===== config.mk =====
export PLATFORM = sky130hd
export DESIGN_NAME = uart_frame_parser
export DESIGN_NICKNAME = d
export VERILOG_FILES = /design/src/rtl/uart_pkg.sv /design/src/rtl/uart_frame_timer.sv /design/src/rtl/uart_frame_parser.sv
export SDC_FILE = /design/constraint.sdc
export NUM_CORES = 1
export LEC_CHECK = 0
export CORE_UTILIZATION = 35
export CTS_CLUSTER_DIAMETER = 30
export DETAILED_ROUTE_END_ITERATION = 10
export PLACE_DENSITY = 0.63
export SLEW_MARGIN = 20
export SYNTH_ARGS = -nofsm -noshare
export SYNTH_HDL_FRONTEND = slang
export SYNTH_SLANG_ARGS = --single-unit

===== constraint.sdc =====
create_clock -name i_Clk -period 6.7 [get_ports i_Clk]
set_input_delay 1.675 -clock i_Clk [delete_from_list [all_inputs] [get_ports i_Clk]]
set_output_delay 1.675 -clock i_Clk [all_outputs]
set_load 0.02 [all_outputs]

===== src/rtl/uart_pkg.sv =====
// Shared UART definitions: start-of-frame byte, frame error codes, parser states.
// Latency: n/a (types and constants only).
// Backpressure: n/a.
package uart_pkg;

  localparam logic [7:0] SOF_DEFAULT = 8'hAA;

  // Error codes reported on o_ErrCode; 00 means no error has been seen since reset.
  localparam logic [1:0] ERR_NONE = 2'b00;
  localparam logic [1:0] ERR_CHK  = 2'b01;
  localparam logic [1:0] ERR_LEN  = 2'b10;
  localparam logic [1:0] ERR_TMO  = 2'b11;

  typedef enum logic [2:0] {
    ST_IDLE    = 3'd0,
    ST_CMD     = 3'd1,
    ST_LEN     = 3'd2,
    ST_PAYLOAD = 3'd3,
    ST_CHK     = 3'd4,
    ST_HOLD    = 3'd5
  } frame_state_t;

  // States in which the parser is waiting for the next byte of a frame body;
  // only these are subject to the inter-byte timeout.
  function automatic logic frame_timed(input frame_state_t s);
    return (s == ST_CMD) || (s == ST_LEN) || (s == ST_PAYLOAD) || (s == ST_CHK);
  endfunction

endpackage


===== src/rtl/uart_frame_timer.sv =====
// Inter-byte watchdog: counts idle clocks while enabled, flags expiry at TIMEOUT-1.
// Latency: o_Expired is combinational from the count register; count clears in 1 clock.
// Backpressure: none; a clear in the expiry cycle suppresses the expiry.
module uart_frame_timer #(
  parameter int TIMEOUT = 50_000
) (
  input  logic i_Clk,
  input  logic i_Rst,
  input  logic i_Clr,
  input  logic i_En,
  output logic o_Expired
);

  localparam int CNT_W = (TIMEOUT > 1) ? $clog2(TIMEOUT) : 1;
  localparam logic [CNT_W-1:0] LAST = CNT_W'(TIMEOUT - 1);

  logic [CNT_W-1:0] cnt_q;
  logic [CNT_W-1:0] cnt_d;

  // Next count: restart on any byte or when disabled, saturate at the expiry value.
  always_comb begin
    cnt_d = cnt_q;
    if (i_Clr || !i_En) begin
      cnt_d = '0;
    end else if (cnt_q != LAST) begin
      cnt_d = cnt_q + CNT_W'(1);
    end
  end

  // Idle-clock counter register.
  always_ff @(posedge i_Clk or negedge i_Rst) begin
    if (!i_Rst) begin
      cnt_q <= '0;
    end else begin
      cnt_q <= cnt_d;
    end
  end

  assign o_Expired = i_En && !i_Clr && (cnt_q == LAST);

endmodule


===== src/rtl/uart_frame_parser.sv =====
// Extracts SOF/CMD/LEN/payload/CHK frames from the UART RX byte stream and holds good ones.
// Latency: o_fValid 1 clock after the CHK strobe; errors 1 clock after the offending strobe/expiry.
// Backpressure: none upstream; bytes arriving while a frame is held are dropped and flagged on o_fOvr.
module uart_frame_parser
  import uart_pkg::*;
#(
  parameter logic [7:0] SOF     = SOF_DEFAULT,
  parameter int         MAX_LEN = 16,
  parameter int         TIMEOUT = 50_000
) (
  input  logic       i_Clk,
  input  logic       i_Rst,
  input  logic       i_fByte,
  input  logic [7:0] i_Byte,
  input  logic       i_Ack,
  input  logic [7:0] i_RdAddr,
  output logic       o_fValid,
  output logic [7:0] o_Cmd,
  output logic [7:0] o_Len,
  output logic [7:0] o_RdData,
  output logic       o_fErr,
  output logic [1:0] o_ErrCode,
  output logic       o_fOvr
);

  localparam int         IDX_W     = $clog2(MAX_LEN + 1);
  localparam logic [7:0] MAX_LEN_B = 8'(MAX_LEN);

  frame_state_t     state_q;
  logic [7:0]       cmd_q;
  logic [7:0]       len_q;
  logic [7:0]       xor_q;
  logic [IDX_W-1:0] idx_q;
  logic             valid_q;
  logic             err_q;
  logic [1:0]       code_q;
  logic             ovr_q;
  logic [7:0]       buf_q [MAX_LEN];

  logic             tmo_en;
  logic             tmo_expired;
  logic             wr_en;
  logic [7:0]       idx_plus1;
  logic [7:0]       rd_data;

  assign tmo_en    = frame_timed(state_q);
  assign wr_en     = i_fByte && (state_q == ST_PAYLOAD);
  assign idx_plus1 = 8'(idx_q) + 8'd1;

  uart_frame_timer #(
    .TIMEOUT (TIMEOUT)
  ) u_timer (
    .i_Clk     (i_Clk),
    .i_Rst     (i_Rst),
    .i_Clr     (i_fByte),
    .i_En      (tmo_en),
    .o_Expired (tmo_expired)
  );

  // Frame FSM: walks the frame fields, checks length and checksum, holds good frames for the consumer.
  always_ff @(posedge i_Clk or negedge i_Rst) begin
    if (!i_Rst) begin
      state_q <= ST_IDLE;
      cmd_q   <= '0;
      len_q   <= '0;
      xor_q   <= '0;
      idx_q   <= '0;
      valid_q <= 1'b0;
      err_q   <= 1'b0;
      code_q  <= ERR_NONE;
      ovr_q   <= 1'b0;
    end else begin
      err_q <= 1'b0;
      ovr_q <= 1'b0;
      unique case (state_q)
        ST_IDLE: begin
          if (i_fByte && (i_Byte == SOF)) begin
            state_q <= ST_CMD;
          end
        end
        ST_CMD: begin
          if (i_fByte) begin
            cmd_q   <= i_Byte;
            xor_q   <= i_Byte;
            state_q <= ST_LEN;
          end else if (tmo_expired) begin
            err_q   <= 1'b1;
            code_q  <= ERR_TMO;
            state_q <= ST_IDLE;
          end
        end
        ST_LEN: begin
          if (i_fByte) begin
            if (i_Byte > MAX_LEN_B) begin
              err_q   <= 1'b1;
              code_q  <= ERR_LEN;
              state_q <= ST_IDLE;
            end else begin
              len_q   <= i_Byte;
              xor_q   <= xor_q ^ i_Byte;
              idx_q   <= '0;
              state_q <= (i_Byte == 8'd0) ? ST_CHK : ST_PAYLOAD;
            end
          end else if (tmo_expired) begin
            err_q   <= 1'b1;
            code_q  <= ERR_TMO;
            state_q <= ST_IDLE;
          end
        end
        ST_PAYLOAD: begin
          if (i_fByte) begin
            xor_q <= xor_q ^ i_Byte;
            idx_q <= idx_q + IDX_W'(1);
            if (idx_plus1 == len_q) begin
              state_q <= ST_CHK;
            end
          end else if (tmo_expired) begin
            err_q   <= 1'b1;
            code_q  <= ERR_TMO;
            state_q <= ST_IDLE;
          end
        end
        ST_CHK: begin
          if (i_fByte) begin
            if (i_Byte == xor_q) begin
              valid_q <= 1'b1;
              state_q <= ST_HOLD;
            end else begin
              err_q   <= 1'b1;
              code_q  <= ERR_CHK;
              state_q <= ST_IDLE;
            end
          end else if (tmo_expired) begin
            err_q   <= 1'b1;
            code_q  <= ERR_TMO;
            state_q <= ST_IDLE;
          end
        end
        ST_HOLD: begin
          // A byte arriving with the ack is treated as the first byte seen in IDLE.
          if (i_Ack) begin
            valid_q <= 1'b0;
            state_q <= (i_fByte && (i_Byte == SOF)) ? ST_CMD : ST_IDLE;
          end else if (i_fByte) begin
            ovr_q <= 1'b1;
          end
        end
        default: begin
          state_q <= ST_IDLE;
        end
      endcase
    end
  end

  // Payload buffer: written only while collecting payload, so it stays frozen during HOLD.
  always_ff @(posedge i_Clk or negedge i_Rst) begin
    if (!i_Rst) begin
      for (int i = 0; i < MAX_LEN; i++) begin
        buf_q[i] <= '0;
      end
    end else if (wr_en) begin
      for (int i = 0; i < MAX_LEN; i++) begin
        if (idx_q == IDX_W'(i)) begin
          buf_q[i] <= i_Byte;
        end
      end
    end
  end

  // Payload read port; addresses past the buffer read as zero.
  always_comb begin
    rd_data = '0;
    for (int i = 0; i < MAX_LEN; i++) begin
      if (i_RdAddr == 8'(i)) begin
        rd_data = buf_q[i];
      end
    end
  end

  assign o_fValid  = valid_q;
  assign o_Cmd     = cmd_q;
  assign o_Len     = len_q;
  assign o_RdData  = rd_data;
  assign o_fErr    = err_q;
  assign o_ErrCode = code_q;
  assign o_fOvr    = ovr_q;

endmodule


Word-level counts from Yosys, hierarchy flattened
Index checks and enable logic that the tools add are counted.
{"block": "op_classes", "reduce_logical": 43, "n_eq_ne": 52, "magnitude_cmp": 1, "bitwise_logic": 2, "muxes": 61, "add_sub_neg": 3}
{"op": "$mux 8", "n": 20}
{"op": "$eq 8x4->1 const B", "n": 8}
{"op": "$eq 5x4->1 const B", "n": 8}
{"op": "$reduce_and 2->1", "n": 17}
{"op": "$mux 3", "n": 11}
{"op": "$eq 8x3->1 const B", "n": 4}
{"op": "$mux 16", "n": 2}
{"op": "$pmux 8 s3", "n": 1}
{"op": "$eq 5x3->1 const B", "n": 4}
{"op": "$pmux 3 s6", "n": 1}
{"op": "$add 16x1->16 const B", "n": 1}
{"op": "$eq 16x16->1 const B", "n": 1}
{"op": "$eq 8x2->1 const B", "n": 2}
{"op": "$logic_not 8->1", "n": 2}
{"op": "$ne 16x16->1 const B", "n": 1}
{"op": "$ne 2x2->1 const B", "n": 8}
{"op": "$mux 5", "n": 3}
{"op": "$mux 1", "n": 13}
{"op": "$mux 2", "n": 6}
{"op": "$reduce_and 4->1", "n": 3}
{"op": "$eq 5x2->1 const B", "n": 2}
{"op": "$pmux 5 s2", "n": 1}
{"op": "$eq 6x8->1", "n": 1}
{"op": "$eq 8x1->1 const B", "n": 1}
{"op": "other kinds (27)", "n": 41}
{"block": "word_totals", "out_inout_bits": 29, "reg_bits": 181}

Logic depth before layout (Yosys ltp)
Gate-level depths: netlist of the first run.
{"block": "logic_depth", "depth_word": 17, "depth_mapped": 9, "mapped_depth_nobuf": 7}

Modules after synthesis
A second synthesis of the first run with hierarchy kept.
{"block": "hier_totals", "cells_unflattened": 820, "hier_area_um2": 9435.3}
{"mod": "uart_frame_parser", "area_each_um2": 8529.4, "instances": 1, "cells_per_inst": 727, "seq_area_each_um2": 4129.0}
{"mod": "uart_frame_timer", "area_each_um2": 905.9, "instances": 1, "cells_per_inst": 93, "seq_area_each_um2": 400.4}

Worst setup path after synthesis of the first run
No wires, ideal clock.
{"block": "synth_timing", "path_kind": "input-to-output", "from": "in i_RdAddr[0]", "to": "out o_RdData[5]", "arrival_ns": 3.224, "stages": 8, "slack_ns": 1.801, "n_path_buf": 2, "required_ns": 5.025, "cell_sequence": "buf_2 > buf_4 > o21ai_0 > o211ai_1 > o21ai_0 > a2111oi_0 > a311oi_1 > o21ai_0"}
{"block": "synth_via", "elab_chain_cells": 17, "elab_cells_between_ends": 32}
{"element": "start, declared", "line": "uart_frame_parser.sv:16", "rtl": "input logic [7:0] i_RdAddr,"}
{"element": "$logic_not 8->1", "line": "uart_frame_parser.sv:174", "rtl": "if (i_RdAddr == 8'(i)) begin"}
{"element": "$mux 8 (15 in series)", "line": "uart_frame_parser.sv:174"}
{"element": "$mux 8 (*)", "line": "uart_frame_parser.sv:174"}
{"element": "end, declared", "line": "uart_frame_parser.sv:20", "rtl": "output logic [7:0] o_RdData,"}
Mark *: on every way between the ends. The rest lies on a longest branch, timed or not.

Final worst setup path of the first run
{"block": "layout_timing", "from": "in i_RdAddr[5]", "to": "out o_RdData[4]"}
The elaborated chain is that of the path after synthesis.

==> flow_summary_export.csv, run 1 <==
group,metric,value,unit
min_path,hp-start,"buf_q[108]",
drt,ant_nets,0,
timing,hold_violations,0,
setup_path,crit_arrival,4.25,ns
setup_path,crit_required,5.03,ns
clock_network,cts_resized,0,
timing,final_max_slew_viol_count,0,
min_path,hold_path.class,"reg -> reg",
clock_network,cts_setup_buffers,0,
grt,overflow,0,
drt,wirelength,21100,µm
timing,max_freq,169,MHz
grt,grt_usage,17.0,%
placed_design,post_dp_cell_area,9950,µm²
timing,finalCriticalPeriod,5.92,ns
timing,rsz0062_at_grt,"no",
timing,setup_ws,0.776,ns
logic_synthesis,synth_cells,765,
cells_and_area,fillers,2404,
timing,worst_pin_slew,1.12,ns
logic_synthesis,ys_top_cells_by_area,"dfrtp_1, mux2_2, mux4_2, mux2i_1, nor2_1",
placed_design,place_congestion,0.858,
cells_and_area,diodes,0,
power,ir_worst_vdd,0.000186,V
setup_path,startpoint_type,"input pin",
grt,grt_first_pass_wirelength,34800,µm
drt,dr.pass1.iters,5,
drt,drc_errors,0,
timing,period_share,88.4,%
clock_network,clk_pin_slew,0.08,ns
floorplan,die-width,164,µm
floorplan,die_area,26800,µm²
placed_design,place_inst,1112,
clock_network,cts_buffers,17,
placed_design,dpl_worst_slack,0.812,ns
logic_synthesis,synth.avg_cell_area,11.9,µm²
grt,grt_max_degree,69,
cells_and_area,fin_nets,827,
clock_network,cts_hold_buf,0,
clock_network,cts_buffer_depth,2,
grt,antenna_found_initial,0,
logic_synthesis,synth.ff_latch_count,181,
logic_synthesis,synth_warnings,0,
logic_synthesis,syn_area,9140,µm²
logic_synthesis,synth_cell_type_count,66,
floorplan,initial_utilization,36.0,%
setup_path,critPathKind,"in -> out",
timing,finalClockSkew,0.00992,ns
min_path,hold_depth,1,
clock_network,clock-root-buffer,"clkbuf_16",
timing,finalSetupViolations,0,
floorplan,fp.dieH,164,µm
cells_and_area,final_common_cell,"dfrtp_1",
floorplan,row_count,58,
logic_synthesis,yosysSeqAreaShare,49.6,%
grt,grt_use_met2,26.9,%
clock_network,cts_tree,"built",
clock_network,h-tree-depth,4,
drt,via_per_inst,5.38,
floorplan,ios,49,
run,drv_cap,0,
power,powerDensity,301,nW/µm²
grt,met1_usage,23.7,%
cells_and_area,area_delta_synth_final,15.6,%
grt,busiest_layer,"met2",
timing,slew_headroom,25.0,%
timing,hold_slack,0.488,ns
logic_synthesis,synth_top_area_cell,"dfrtp_1",
setup_path,reg2reg_depth,5,
drt,routedWlPerCell,18.4,µm
timing,fin_setup_tns,0,ns
clock_network,clk_latency,0.44,ns
logic_synthesis,synthArstFlopShare,100,%
cells_and_area,final_cells,1144,
grt,first_global_vias,6219,
grt,met3_usage,2.89,%
cells_and_area,drive_gt1_share,28.9,%
setup_path,reg2reg_from,"state_q[2]",
setup_path,r2r_end,"buf_q[97]",
logic_synthesis,yosysTopAreaCellShare,49.6,%
logic_synthesis,synth_edf_count,0,
cells_and_area,most-common-layout-cells,"dfrtp_1, mux2_2, clkdlybuf4s50_1",
setup_path,cp-end-kind,"output port",
logic_synthesis,synth_fp_nets,791,
power,p_leak,4.78,nW
placed_design,dp.final_hpwl,14000,µm
drt,vias,6154,
setup_path,reg2reg_setup_slack,4.22,ns
logic_synthesis,synth_flop_cell,"dfrtp_1",
setup_path,cp_max_fo,9,
placed_design,io_buffers,48,
floorplan,core_area,25400,µm²
status,status,"complete, no violations",
clock_network,cts_sinks,181,
cells_and_area,final_area,10600,µm²
min_path,min_to,"buf_q[108]",
drt,dr.first_iter.drc_count,390,
worst max-delay path: stages:
cell             delay, ns
clkdlybuf4s50_1       0.42
or4_4                 0.58
nor2_2                0.32
o31ai_1               0.13
a22oi_1               0.22
o21ai_1               0.09
a21oi_1               0.18
clkdlybuf4s50_1       0.63
sequential cells by signal, indices dropped and copies added, names as in the netlist:
name,flops
state_q,3
o_fErr,1
o_ErrCode,2
idx_q,5
o_fValid,1
u_timer.cnt_q,16
xor_q,8
o_Len,8
buf_q,128
o_fOvr,1
o_Cmd,8
cell type report:
type,count,area (µm²),share of cell area [%]
clock buffer,17,425,4.03
clock inverter,15,188,1.78
inverter,12,45.0,0.427
multi-input combinational,525,4340,41.1
sequential,181,4530,42.9
tap,330,413,3.91
timing repair buffer,64,617,5.84
routing by layer:
layer / share of wire [%] / routed length, µm
met5: 0 / 0
met4: 1.4 / 294
met3: 3.5 / 737
met2: 48 / 10100
met1: 47 / 9910
worst max path at each step:
stage / startpoint / endpoint / slack [ns] / depth (start not counted)
floorplan: i_RdAddr[0] / o_RdData[5] / 1.80 / 8
global placement: i_RdAddr[5] / o_RdData[5] / 0.83 / 7
detailed placement: i_RdAddr[5] / o_RdData[4] / 0.81 / 8
CTS: i_RdAddr[5] / o_RdData[4] / 0.81 / 8
global route: i_RdAddr[5] / o_RdData[5] / 0.57 / 7
finish: i_RdAddr[5] / o_RdData[4] / 0.78 / 8
power by group:
| part | internal (mW) | switching [mW] |
|---|---|---|
| Sequential | 1.25 | 0.135 |
| Clock | 0.540 | 0.488 |
| Combinational | 0.373 | 0.395 |
| Total | 2.16 | 1.02 |
Yosys cell counts, drive strengths merged (2+ instances only):
cell type / n
a21oi: 25
nor3: 15
o22a: 2
nand2b: 4
o21a: 2
nor2: 60
mux4: 12
nor2b: 4
a22oi: 3
mux2i: 21
clkbuf: 25
o31ai: 5
mux2: 146
a32oi: 3
nand3: 16
xnor2: 18
and3: 12
a31o: 2
dfrtp: 181
o22ai: 9
nor3b: 14
nor4: 6
or3: 3
inv: 12
a311o: 2
or2: 3
ha: 6
a211o: 4
nand4: 10
a31oi: 3
buf: 22
nand2: 40
o21ai: 33
xor2: 10
a2111oi: 2
a21o: 9
or4: 3
o211ai: 3
per-stage QoR:
step | utilization, % | power, mW
global route | 41.6 | 3.34
floorplan | - | 1.92
CTS | 41.6 | 3.21
global placement | 39.2 | 2.16
finish | 41.6 | 3.18
detailed placement | 39.2 | 2.18
cell families (layout without fill, tap and decap cells):
| logic type | count (synthesis) | in the layout | synth area share [%] |
|---|---|---|---|
| XOR/XNOR | 28 | 28 | 2.68 |
| buffers and inverters | 59 | 108 | 2.90 |
| flip-flops | 181 | 181 | 49.6 |
| AND/OR/NAND/NOR | 194 | 194 | 12.1 |
| multiplexers | 179 | 179 | 23.6 |
| AO/OA/AOI/OAI | 118 | 118 | 8.37 |
| adder cells (fa/ha/maj) | 6 | 6 | 0.822 |
No activity file was read; power rests on OpenSTA's default activity.
==> run 2: changes to the inputs <==
Clock period 6.7 ns to 5.65 ns, I/O delays scaled along.
==> run 2 against run 1 <==
  * Die area unchanged
  * Sequential power rose by 19%
  * Via count about the same
  * Routed wire length up 1.5%
  * Flip-flop and latch count unchanged
==> flow_summary_export.csv, run 2 (same netlist as run 1, synthesis figures left out) <==
group,metric,value,unit
clock_network,clk_pin_slew,0.07,ns
floorplan,core_area,25400,µm²
timing,max_freq,186,MHz
floorplan,ios,49,
timing,period_share,95.1,%
grt,grt_first_pass_wirelength,35300,µm
clock_network,cts_buffers,17,
setup_path,reg2reg_from,"state_q[2]",
grt,grt_max_degree,102,
floorplan,die_area,26800,µm²
cells_and_area,top_regs,"buf_q x128, u_timer.cnt_q x16",
cells_and_area,most-common-layout-cells,"dfrtp_1, mux2_2, clkdlybuf4s50_1",
drt,via_per_inst,5.36,
placed_design,io_buffers,48,
setup_path,cp_max_fo,9,
setup_path,startpoint_type,"input pin",
setup_path,reg2reg_setup_slack,3.17,ns
power,powerDensity,352,nW/µm²
cells_and_area,seq_area,4530,µm²
min_path,min_to,"buf_q[124]",
cells_and_area,final_common_cell,"dfrtp_1",
timing,final_max_slew_viol_count,0,
drt,wirelength,21400,µm
placed_design,place_congestion,0.828,
clock_network,clk_latency,0.44,ns
timing,worst_pin_slew,0.778,ns
cells_and_area,fillers,2392,
timing,fin_setup_tns,0,ns
floorplan,die-width,164,µm
cells_and_area,fin_nets,833,
timing,finalCriticalPeriod,5.37,ns
cells_and_area,drive_gt1_share,29.5,%
run,drv_cap,0,
grt,antenna_found_initial,0,
floorplan,initial_utilization,36.0,%
timing,hold_violations,0,
power,ir_worst_vdd,0.000203,V
power,p_leak,4.80,nW
cells_and_area,largest_register_ffs,128,
setup_path,critPathKind,"in -> out",
min_path,hp-start,"buf_q[124]",
timing,slew_headroom,48.1,%
min_path,hold_path.class,"reg -> reg",
grt,grt_usage,17.2,%
timing,finalClockSkew,0.00975,ns
cells_and_area,diodes,0,
drt,vias,6160,
power,p_total,3.72,mW
cells_and_area,area_delta_synth_final,15.7,%
setup_path,crit_arrival,3.96,ns
cells_and_area,multiInputGateArea,4350,µm²
setup_path,reg2reg_depth,5,
floorplan,row_count,58,
clock_network,cts_sinks,181,
placed_design,dp.final_hpwl,14000,µm
drt,ant_nets,0,
grt,overflow,0,
clock_network,cts_buffer_depth,2,
timing,rsz0062_at_grt,"no",
setup_path,crit_required,4.24,ns
clock_network,cts_resized,0,
clock_network,cts_hold_buf,0,
setup_path,r2r_end,"buf_q[120]",
clock_network,clock-root-buffer,"clkbuf_16",
drt,dr.first_iter.drc_count,362,
timing,finalSetupViolations,0,
floorplan,fp.dieH,164,µm
clock_network,h-tree-depth,4,
status,status,"complete, no violations",
clock_network,cts_setup_buffers,0,
min_path,hold_depth,1,
drt,routedWlPerCell,18.6,µm
drt,drc_errors,0,
setup_path,cp-end-kind,"output port",
cells_and_area,regMostFlops,"buf_q",
clock_network,cts_tree,"built",
grt,first_global_vias,6213,
drt,dr.pass1.iters,5,
[run 2: changes by cell type in the layout (fill, tap and decap cells not counted)]
cell | previous run | this run
o21ai_1 | 3 | 2
inv_6 | 2 | 5
bufinv_16 | 1 | 0
clkinv_8 | 3 | 2
o21ai_2 | 0 | 1
clkinv_4 | 1 | 3
buf_4 | 14 | 20
inv_8 | 6 | 4
clkinvlp_4 | 2 | 1
[run 2: per-layer routing]
metal  up-vias  part of all wire (%)  track usage, %
met3        15                   4.1            3.35
li1       2873                     -               -
met2       121                    47            27.1
met1      3151                    47            23.7
met4         0                   1.6            5.51
met5         -                     0               0
[run 2: area by class of cell]
cell class,count,area share (%)
flip-flops and latches,181,42.8
inverters,12,0.426
clock buffers,17,4.02
repair buffers,70,6.26
multi-input cells,525,41.1
well taps,330,3.90
clock inverters,15,1.47
[run 2: through the flow]
step           hold slack [ns]  util [%]  cell area, µm²  worst slack (ns)  instances
3_3_place_gp             0.465      39.3            9990             0.360       1118
4_1_cts                  0.493      41.6           10600             0.300       1150
3_5_place_dp             0.476      39.3            9990             0.306       1118
2_1_floorplan            0.452         -            9140              1.28        765
6_report                 0.489      41.6           10600             0.276       1150
5_1_grt                  0.520      41.6           10600             0.108       1150
[run 2: worst max-delay path by stage]
| stage | from | end | slack, ns | cells after the start |
|---|---|---|---|---|
| after CTS | i_RdAddr[5] | o_RdData[4] | 0.30 | 8 |
| after global routing | i_RdAddr[5] | o_RdData[2] | 0.11 | 8 |
| final | i_RdAddr[5] | o_RdData[4] | 0.28 | 8 |
| after detailed placement | i_RdAddr[5] | o_RdData[4] | 0.31 | 8 |
| after global placement | i_RdAddr[5] | o_RdData[4] | 0.36 | 8 |
| after floorplan | i_RdAddr[0] | o_RdData[5] | 1.28 | 8 |
[run 2: report_power, final]
group / internal, mW / total [mW] / switching (mW)
clock network: 0.592 / 1.18 / 0.583
registers: 1.48 / 1.64 / 0.163
logic: 0.441 / 0.904 / 0.464
[run 2: critical path, stage by stage]
cell	delay, ns
clkdlybuf4s50_1	0.42
or4_4	0.58
nor2_2	0.31
o31ai_1	0.14
a22oi_1	0.21
o21ai_1	0.08
a21oi_1	0.18
clkdlybuf4s50_1	0.63
